**src/rtl/game_state_controller.sv**
```systemverilog
// game_state_controller
//
// Central sequencer for the frogger game. Runs the game through IDLE, PLAY,
// DYING, LEVEL_UP and GAME_OVER, tracks remaining lives and a two-digit BCD
// level, produces the car step tick (its period shrinks with every level-up
// down to a floor) and issues the one-cycle frog-reset pulse on every entry
// into PLAY.
//
// Ports:
//   i_Clk          system clock
//   i_Reset        synchronous, active-high reset
//   i_Start        start button level (debounced)
//   i_Frog_At_Top  frog occupies the goal row (level)
//   i_Collision    frog overlaps a car (level)
//   o_Frog_Reset   one-cycle pulse, coincident with the first PLAY cycle
//   o_Cars_Enable  high only in PLAY
//   o_Car_Step     one-cycle tick, cars advance one cell per tick
//   o_Level_Tens   BCD tens digit of the level
//   o_Level_Ones   BCD ones digit of the level
//   o_Lives        remaining lives
//   o_Game_Over    high in GAME_OVER
//   o_State        IDLE=0, PLAY=1, DYING=2, LEVEL_UP=3, GAME_OVER=4
//
// All outputs are registered. An input edge is captured by a sample register
// and compared against the previous sample, so the state reacts one edge
// after the input was first sampled.

module game_state_controller #(
  parameter int LIVES_INIT   = 3,
  parameter int DEATH_HOLD   = 25_000_000,
  parameter int LEVELUP_HOLD = 12_500_000,
  parameter int BASE_STEP    = 10_000_000,
  parameter int STEP_DEC     = 500_000,
  parameter int MIN_STEP     = 2_000_000
) (
  input  logic       i_Clk,
  input  logic       i_Reset,
  input  logic       i_Start,
  input  logic       i_Frog_At_Top,
  input  logic       i_Collision,
  output logic       o_Frog_Reset,
  output logic       o_Cars_Enable,
  output logic       o_Car_Step,
  output logic [3:0] o_Level_Tens,
  output logic [3:0] o_Level_Ones,
  output logic [1:0] o_Lives,
  output logic       o_Game_Over,
  output logic [2:0] o_State
);

  typedef enum logic [2:0] {
    ST_IDLE      = 3'd0,
    ST_PLAY      = 3'd1,
    ST_DYING     = 3'd2,
    ST_LEVEL_UP  = 3'd3,
    ST_GAME_OVER = 3'd4
  } state_t;

  localparam logic [1:0]  LIVES_LOAD   = 2'(LIVES_INIT);
  localparam logic [24:0] DEATH_LAST   = 25'(DEATH_HOLD - 1);
  localparam logic [24:0] LEVELUP_LAST = 25'(LEVELUP_HOLD - 1);
  localparam logic [24:0] BASE_PERIOD  = 25'(BASE_STEP);
  localparam logic [24:0] PERIOD_DEC   = 25'(STEP_DEC);
  localparam logic [24:0] PERIOD_MIN   = 25'(MIN_STEP);
  // Smallest period that can still be reduced by a full STEP_DEC without
  // dropping below the floor; comparing against it avoids any underflow.
  localparam logic [24:0] PERIOD_KNEE  = 25'(MIN_STEP + STEP_DEC);

  // ---------------------------------------------------------------------
  // Rising-edge detection: bit 0 start, bit 1 at-top, bit 2 collision.
  // While in reset both stages follow the input, so a level that is
  // already high when reset releases produces no event.
  // ---------------------------------------------------------------------
  logic [2:0] raw_in;
  logic [2:0] evt;

  assign raw_in = {i_Collision, i_Frog_At_Top, i_Start};

  genvar gi;
  generate
    for (gi = 0; gi < 3; gi++) begin : g_edge
      logic sample_reg;
      logic prev_reg;

      always_ff @(posedge i_Clk) begin
        if (i_Reset) begin
          sample_reg <= raw_in[gi];
          prev_reg   <= raw_in[gi];
        end else begin
          sample_reg <= raw_in[gi];
          prev_reg   <= sample_reg;
        end
      end

      assign evt[gi] = sample_reg & ~prev_reg;
    end
  endgenerate

  logic start_evt;
  logic top_evt;
  logic col_evt;

  assign start_evt = evt[0];
  assign top_evt   = evt[1];
  assign col_evt   = evt[2];

  // ---------------------------------------------------------------------
  // Registers
  // ---------------------------------------------------------------------
  state_t      state_reg, state_next;
  logic [1:0]  lives_reg, lives_next;
  logic [3:0]  tens_reg, tens_next;
  logic [3:0]  ones_reg, ones_next;
  logic [24:0] period_reg, period_next;
  logic [24:0] step_cnt_reg, step_cnt_next;
  logic [24:0] hold_cnt_reg, hold_cnt_next;
  logic        frog_reset_reg, frog_reset_next;
  logic        cars_enable_reg, cars_enable_next;
  logic        car_step_reg, car_step_next;
  logic        game_over_reg, game_over_next;

  // State register
  always_ff @(posedge i_Clk) begin
    if (i_Reset) begin
      state_reg <= ST_IDLE;
    end else begin
      state_reg <= state_next;
    end
  end

  // Next-state logic. In PLAY a collision takes precedence over reaching
  // the top; in the hold states every input edge is ignored.
  always_comb begin
    state_next = state_reg;
    case (state_reg)
      ST_IDLE: begin
        if (start_evt) state_next = ST_PLAY;
      end
      ST_PLAY: begin
        if (col_evt) begin
          state_next = (lives_reg == 2'd1) ? ST_GAME_OVER : ST_DYING;
        end else if (top_evt) begin
          state_next = ST_LEVEL_UP;
        end
      end
      ST_DYING: begin
        if (hold_cnt_reg == DEATH_LAST) state_next = ST_PLAY;
      end
      ST_LEVEL_UP: begin
        if (hold_cnt_reg == LEVELUP_LAST) state_next = ST_PLAY;
      end
      ST_GAME_OVER: begin
        if (start_evt) state_next = ST_PLAY;
      end
      default: state_next = ST_IDLE;
    endcase
  end

  // Output and datapath next-values
  always_comb begin
    lives_next       = lives_reg;
    tens_next        = tens_reg;
    ones_next        = ones_reg;
    period_next      = period_reg;
    step_cnt_next    = 25'd0;
    hold_cnt_next    = 25'd0;
    car_step_next    = 1'b0;
    frog_reset_next  = (state_next == ST_PLAY) && (state_reg != ST_PLAY);
    cars_enable_next = (state_next == ST_PLAY);
    game_over_next   = (state_next == ST_GAME_OVER);

    // Hold counter restarts on every state change, so each hold state
    // spends exactly its hold count in cycles.
    if ((state_next == state_reg) &&
        ((state_reg == ST_DYING) || (state_reg == ST_LEVEL_UP))) begin
      hold_cnt_next = hold_cnt_reg + 25'd1;
    end

    // Step counter only runs while PLAY continues; leaving PLAY (or
    // entering it) clears it, and no tick is issued on the way out.
    if ((state_reg == ST_PLAY) && (state_next == ST_PLAY)) begin
      if (step_cnt_reg == period_reg - 25'd1) begin
        step_cnt_next = 25'd0;
        car_step_next = 1'b1;
      end else begin
        step_cnt_next = step_cnt_reg + 25'd1;
      end
    end

    case (state_reg)
      ST_PLAY: begin
        if (col_evt) begin
          lives_next = lives_reg - 2'd1;
        end else if (top_evt) begin
          // BCD increment, saturating at 99
          if (!((tens_reg == 4'd9) && (ones_reg == 4'd9))) begin
            if (ones_reg == 4'd9) begin
              ones_next = 4'd0;
              tens_next = tens_reg + 4'd1;
            end else begin
              ones_next = ones_reg + 4'd1;
            end
          end
          period_next = (period_reg >= PERIOD_KNEE) ? (period_reg - PERIOD_DEC)
                                                    : PERIOD_MIN;
        end
      end
      ST_GAME_OVER: begin
        if (start_evt) begin
          lives_next  = LIVES_LOAD;
          tens_next   = 4'd0;
          ones_next   = 4'd0;
          period_next = BASE_PERIOD;
        end
      end
      default: ;
    endcase
  end

  always_ff @(posedge i_Clk) begin
    if (i_Reset) begin
      lives_reg       <= LIVES_LOAD;
      tens_reg        <= 4'd0;
      ones_reg        <= 4'd0;
      period_reg      <= BASE_PERIOD;
      step_cnt_reg    <= 25'd0;
      hold_cnt_reg    <= 25'd0;
      frog_reset_reg  <= 1'b0;
      cars_enable_reg <= 1'b0;
      car_step_reg    <= 1'b0;
      game_over_reg   <= 1'b0;
    end else begin
      lives_reg       <= lives_next;
      tens_reg        <= tens_next;
      ones_reg        <= ones_next;
      period_reg      <= period_next;
      step_cnt_reg    <= step_cnt_next;
      hold_cnt_reg    <= hold_cnt_next;
      frog_reset_reg  <= frog_reset_next;
      cars_enable_reg <= cars_enable_next;
      car_step_reg    <= car_step_next;
      game_over_reg   <= game_over_next;
    end
  end

  assign o_Frog_Reset  = frog_reset_reg;
  assign o_Cars_Enable = cars_enable_reg;
  assign o_Car_Step    = car_step_reg;
  assign o_Level_Tens  = tens_reg;
  assign o_Level_Ones  = ones_reg;
  assign o_Lives       = lives_reg;
  assign o_Game_Over   = game_over_reg;
  assign o_State       = state_reg;

endmodule

```
**config.mk**
```make
export PLATFORM = sky130hd
export DESIGN_NAME = game_state_controller
export DESIGN_NICKNAME = d
export VERILOG_FILES = /design/src/rtl/game_state_controller.sv
export SDC_FILE = /design/constraint.sdc
export NUM_CORES = 1
export LEC_CHECK = 0
export CORE_UTILIZATION = 25
export CTS_BUF_LIST = sky130_fd_sc_hd__clkbuf_4
export CTS_CLUSTER_DIAMETER = 30
export DETAILED_ROUTE_END_ITERATION = 10
export PLACE_DENSITY = 0.47
export SLEW_MARGIN = 40
export SYNTH_ARGS = -nofsm -noshare
export SYNTH_HDL_FRONTEND = slang
export SYNTH_SLANG_ARGS = --single-unit
export TNS_END_PERCENT = 1
```
**constraint.sdc**
```tcl
create_clock -name i_Clk -period 7.6 [get_ports i_Clk]
set_clock_uncertainty 0.1 [all_clocks]
set_input_delay 1.52 -clock i_Clk [delete_from_list [all_inputs] [get_ports i_Clk]]
set_output_delay 1.52 -clock i_Clk [all_outputs]
set_load 0.1 [all_outputs]
```
==> metrics.md <==
| Metric | Value |
|---|---|
| IO Pins | `22` |
| Worst-path cell chain | `clkdlybuf4s50_1 -> inv_1 -> o311ai_0 -> nor4_1 -> o31ai_4 -> buf_4 -> nor2_2` |
| Share of post-route cells with drive strength above 1 | `12.0%` |
| Main synth FF type | `dfxtp_1` |
| Pwr Density | `151 nW/um^2` |
| Max_cap viols | `0` |
| CTS Sinks | `between 90 and 100` |
| Ranking of synthesized cells by area | `dfxtp_1 37%, xor2_1 8.2%, xnor2_1 7.7%, nor2_1 6.3%, nand2_1 3.4%` |
| Detail Route Antenna Nets | `0` |
| Crit end category | `flip-flop` |
| Synth Instances | `599` |
| Core area | `just under 20000 um^2` |
| Post-CTS Hold Buffers | `0` |
| Synthesis-to-finish area growth | `9.14%` |
| F_max | `between 200 and 300 MHz` |
| Critical path peak fanout | `25` |
| Worst hold slack | `slightly below 0.4 ns` |
| DR pass1 iterations | `6` |
| Setup TNS | `0 ns` |
| CTS tree | `built` |
| Largest net degree at the start of global routing | `26` |
| HPWL after DPL | `8.49 mm` |
| CTS H-Tree Depth | `3` |
| Layout Cells excl Fill | `871` |
| Slew headroom | `50.3%` |
| All-Layer GR Usage | `a little under an eighth` |
| Syn nets | `around 600` |
| Slowest cell on crit path | `clkdlybuf4s50_1` |
| Post-route DRC | `0` |
| WP data required | `around 7.9 ns` |
| GPL Wtd Cong | `about 0.82` |
| Fillers | `about 2200` |
| Worst hold path type | `flip-flop to flip-flop` |
| Initial antenna violation count | `0` |
| Number of global-route vias before repair | `between 3000 and 4000` |
| Rows | `51` |
| Seq/Total Area, Yosys | `37.3%` |
| Via density | `approximately 4.6` |
| RSZ-0062 raised after global routing | `false` |
| Critical Path Start Type | `primary input` |
| Mapped cell area | `5000 um^2` |
| Max incr delay on CP | `around 0.79 ns` |
| #FFs+latches synth | `93` |
| Die height | `about 140 um` |
| # resized after CTS | `0` |
| Wire per inst | `about 13 um` |
| I/O Buffers | `21` |
| Count of pins over their slew limit | `0` |
| EDFF count, synth | `0` |
| Fin nets | `roughly 600` |
| Antenna diode count | `0` |
| Crit path DAT | `just under 4 ns` |
| Final Hold Viols | `0` |
| Placed Cells | `around 860` |
| Post-CTS Setup Bufs | `0` |
| Post-synth top area cell | `dfxtp_1` |
| Setup Crit Path Kind | `primary input to flip-flop` |
| Yosys top cell area share | `a little under two fifths` |
| Starting Density | `roughly 26%` |
| Status | `completed` |
| Die ar. | `approximately 21000 um^2` |
| Total grt overflow | `0` |
| Maximum vdd drop | `about 0.000074 V` |
| Mean area per synthesized cell | `roughly 8.3 um^2` |
| Synth warn | `0` |
| Dpl ws | `3.50 ns` |
| Clk_lat worst skew | `slightly below 0.5 ns` |
| Final setup viols | `0` |
| Minimum clock period | `between 3 and 4 ns` |
| Final Cycle Share | `46.7%` |
| TritonCTS Buffers | `9` |
| Clock Tree Root | `clkbuf_4` |
| Total power | `slightly above 800 uW` |
| P_leak | `roughly 1.8 nW` |
| Slew of the pin with the lowest slew margin | `0.744 ns` |
| First-pass GRT wire length | `between 15 and 20 mm` |
| Distinct cells, synth | `56` |
| Vias | `between 4000 and 5000` |
| CTS clock-pin slew for the worst setup and hold paths | `0.17 ns` |
| Final wirelength | `about 11 mm` |
| DR iter-0 viols | `130` |
| Fin worst setup slack | `between 4 and 5 ns` |
| Die width | `about 140 um` |
| Max clock buf depth | `2` |
| Async S/R FF share, synth | `0%` |
synthesized netlist by cell type, types with 3 or more instances:
cell and count:
xnor2_1 44, buf_6 5, nor2_1 84, nor4_1 6, nor3b_1 3, nand2_1 45
buf_2 3, mux2i_1 3, or2_2 3, nor4bb_1 4, nand3b_1 3, nor2_2 21
dfxtp_1 93, nor2b_1 8, nor3_1 22, a21oi_1 19, ha_1 10, inv_1 17
clkbuf_1 23, or4_1 6, mux2_2 3, o21ai_1 3, nand2b_1 7, and3_1 4
o21ai_0 11, a31oi_1 4, nand3_1 29, nand4_1 18, o211ai_1 5, xor2_1 47
and4_1 4, or3_1 7
layer usage:
layer,vias up,global-route usage [%],part of all wire [%]
li1,2053,-,-
met3,7,3.53,4.1
met5,-,0,0
met1,1926,15.3,49
met2,59,19.5,46
met4,0,2.97,0.88
cell usage in the layout, fill, tap and decap left out, types with 3 or more instances in the layout:
| cell type | synthesis | layout |
|---|---|---|
| o211ai_1 | 5 | 5 |
| nand2_1 | 45 | 44 |
| nor2b_1 | 8 | 8 |
| clkdlybuf4s50_1 | 0 | 4 |
| nand3b_1 | 3 | 3 |
| nor2_2 | 21 | 21 |
| buf_2 | 3 | 17 |
| nor2_1 | 84 | 84 |
| dfxtp_1 | 93 | 93 |
| mux2i_1 | 3 | 3 |
| o21ai_0 | 11 | 11 |
| mux2_2 | 3 | 3 |
| xnor2_1 | 44 | 44 |
| and4_1 | 4 | 4 |
| o21ai_1 | 3 | 3 |
| xor2_1 | 47 | 47 |
| and3_1 | 4 | 4 |
| nand2b_1 | 7 | 7 |
| nand3_1 | 29 | 29 |
| inv_1 | 17 | 17 |
| ha_1 | 10 | 10 |
| nand4_1 | 18 | 18 |
| or4_1 | 6 | 6 |
| inv_6 | 0 | 3 |
| nor4bb_1 | 4 | 4 |
| clkbuf_4 | 0 | 9 |
| or3_1 | 7 | 7 |
| a21oi_1 | 19 | 18 |
| or2_2 | 3 | 3 |
| a31oi_1 | 4 | 4 |
| nor3_1 | 22 | 21 |
| nor4_1 | 6 | 6 |
final cells by class:
type | instances | area, um^2 | share of cell area (%)
clock buffer | 9 | 67.6 | 1.24
clock inverter | 7 | 62.6 | 1.15
inverter | 17 | 63.8 | 1.17
multi-input combinational | 457 | 2930 | 53.7
sequential | 93 | 1860 | 34.1
tap | 265 | 332 | 6.08
timing repair buffer | 23 | 140 | 2.57
per-stage QoR:
stage | util (%) | cell area [um^2]
6_report | 27.9 | 5450
4_1_cts | 27.9 | 5440
3_5_place_dp | 27.2 | 5310
5_1_grt | 27.9 | 5450
2_1_floorplan | - | 5000
3_3_place_gp | 27.6 | 5390
logic make-up after synthesis:
group | share of synthesized area, %
fa+ha+maj | 2.50
flops | 37.3
xor+xnor | 15.9
buf+inv | 4.51
simple gates | 29.7
compound gates | 8.84
mux | 1.28
worst paths after layout:
path                                                  from                           to  slack, ns  depth (start not counted)
worst max-delay path                               i_Reset  step_cnt_reg[16]$_SDFF_PP0_       4.05                          7
worst min-delay path            hold_cnt_reg[0]$_SDFF_PP0_   hold_cnt_reg[0]$_SDFF_PP0_       0.39                          1
worst max register to register  period_reg[5]$_SDFFE_PP0P_  step_cnt_reg[12]$_SDFF_PP0_       4.36                         10
worst min register to register  hold_cnt_reg[0]$_SDFF_PP0_   hold_cnt_reg[0]$_SDFF_PP0_       0.39                          1
critical path: cells and delay by family:
family / cells / cell delay, ns
AO/OA/AOI/OAI: 2 / 0.37
buffers and inverters: 3 / 1.22
AND/OR/NAND/NOR: 2 / 0.74
power by group:
group | leakage (nW) | total [mW] | internal, mW | switching (mW)
clock network | 0.0751 | 0.268 | 0.0755 | 0.192
logic | 0.937 | 0.0550 | 0.0160 | 0.0389
registers | 0.752 | 0.503 | 0.494 | 0.00932
total | 1.76 | 0.826 | 0.585 | 0.241
Power figures use the tool's default switching activity.
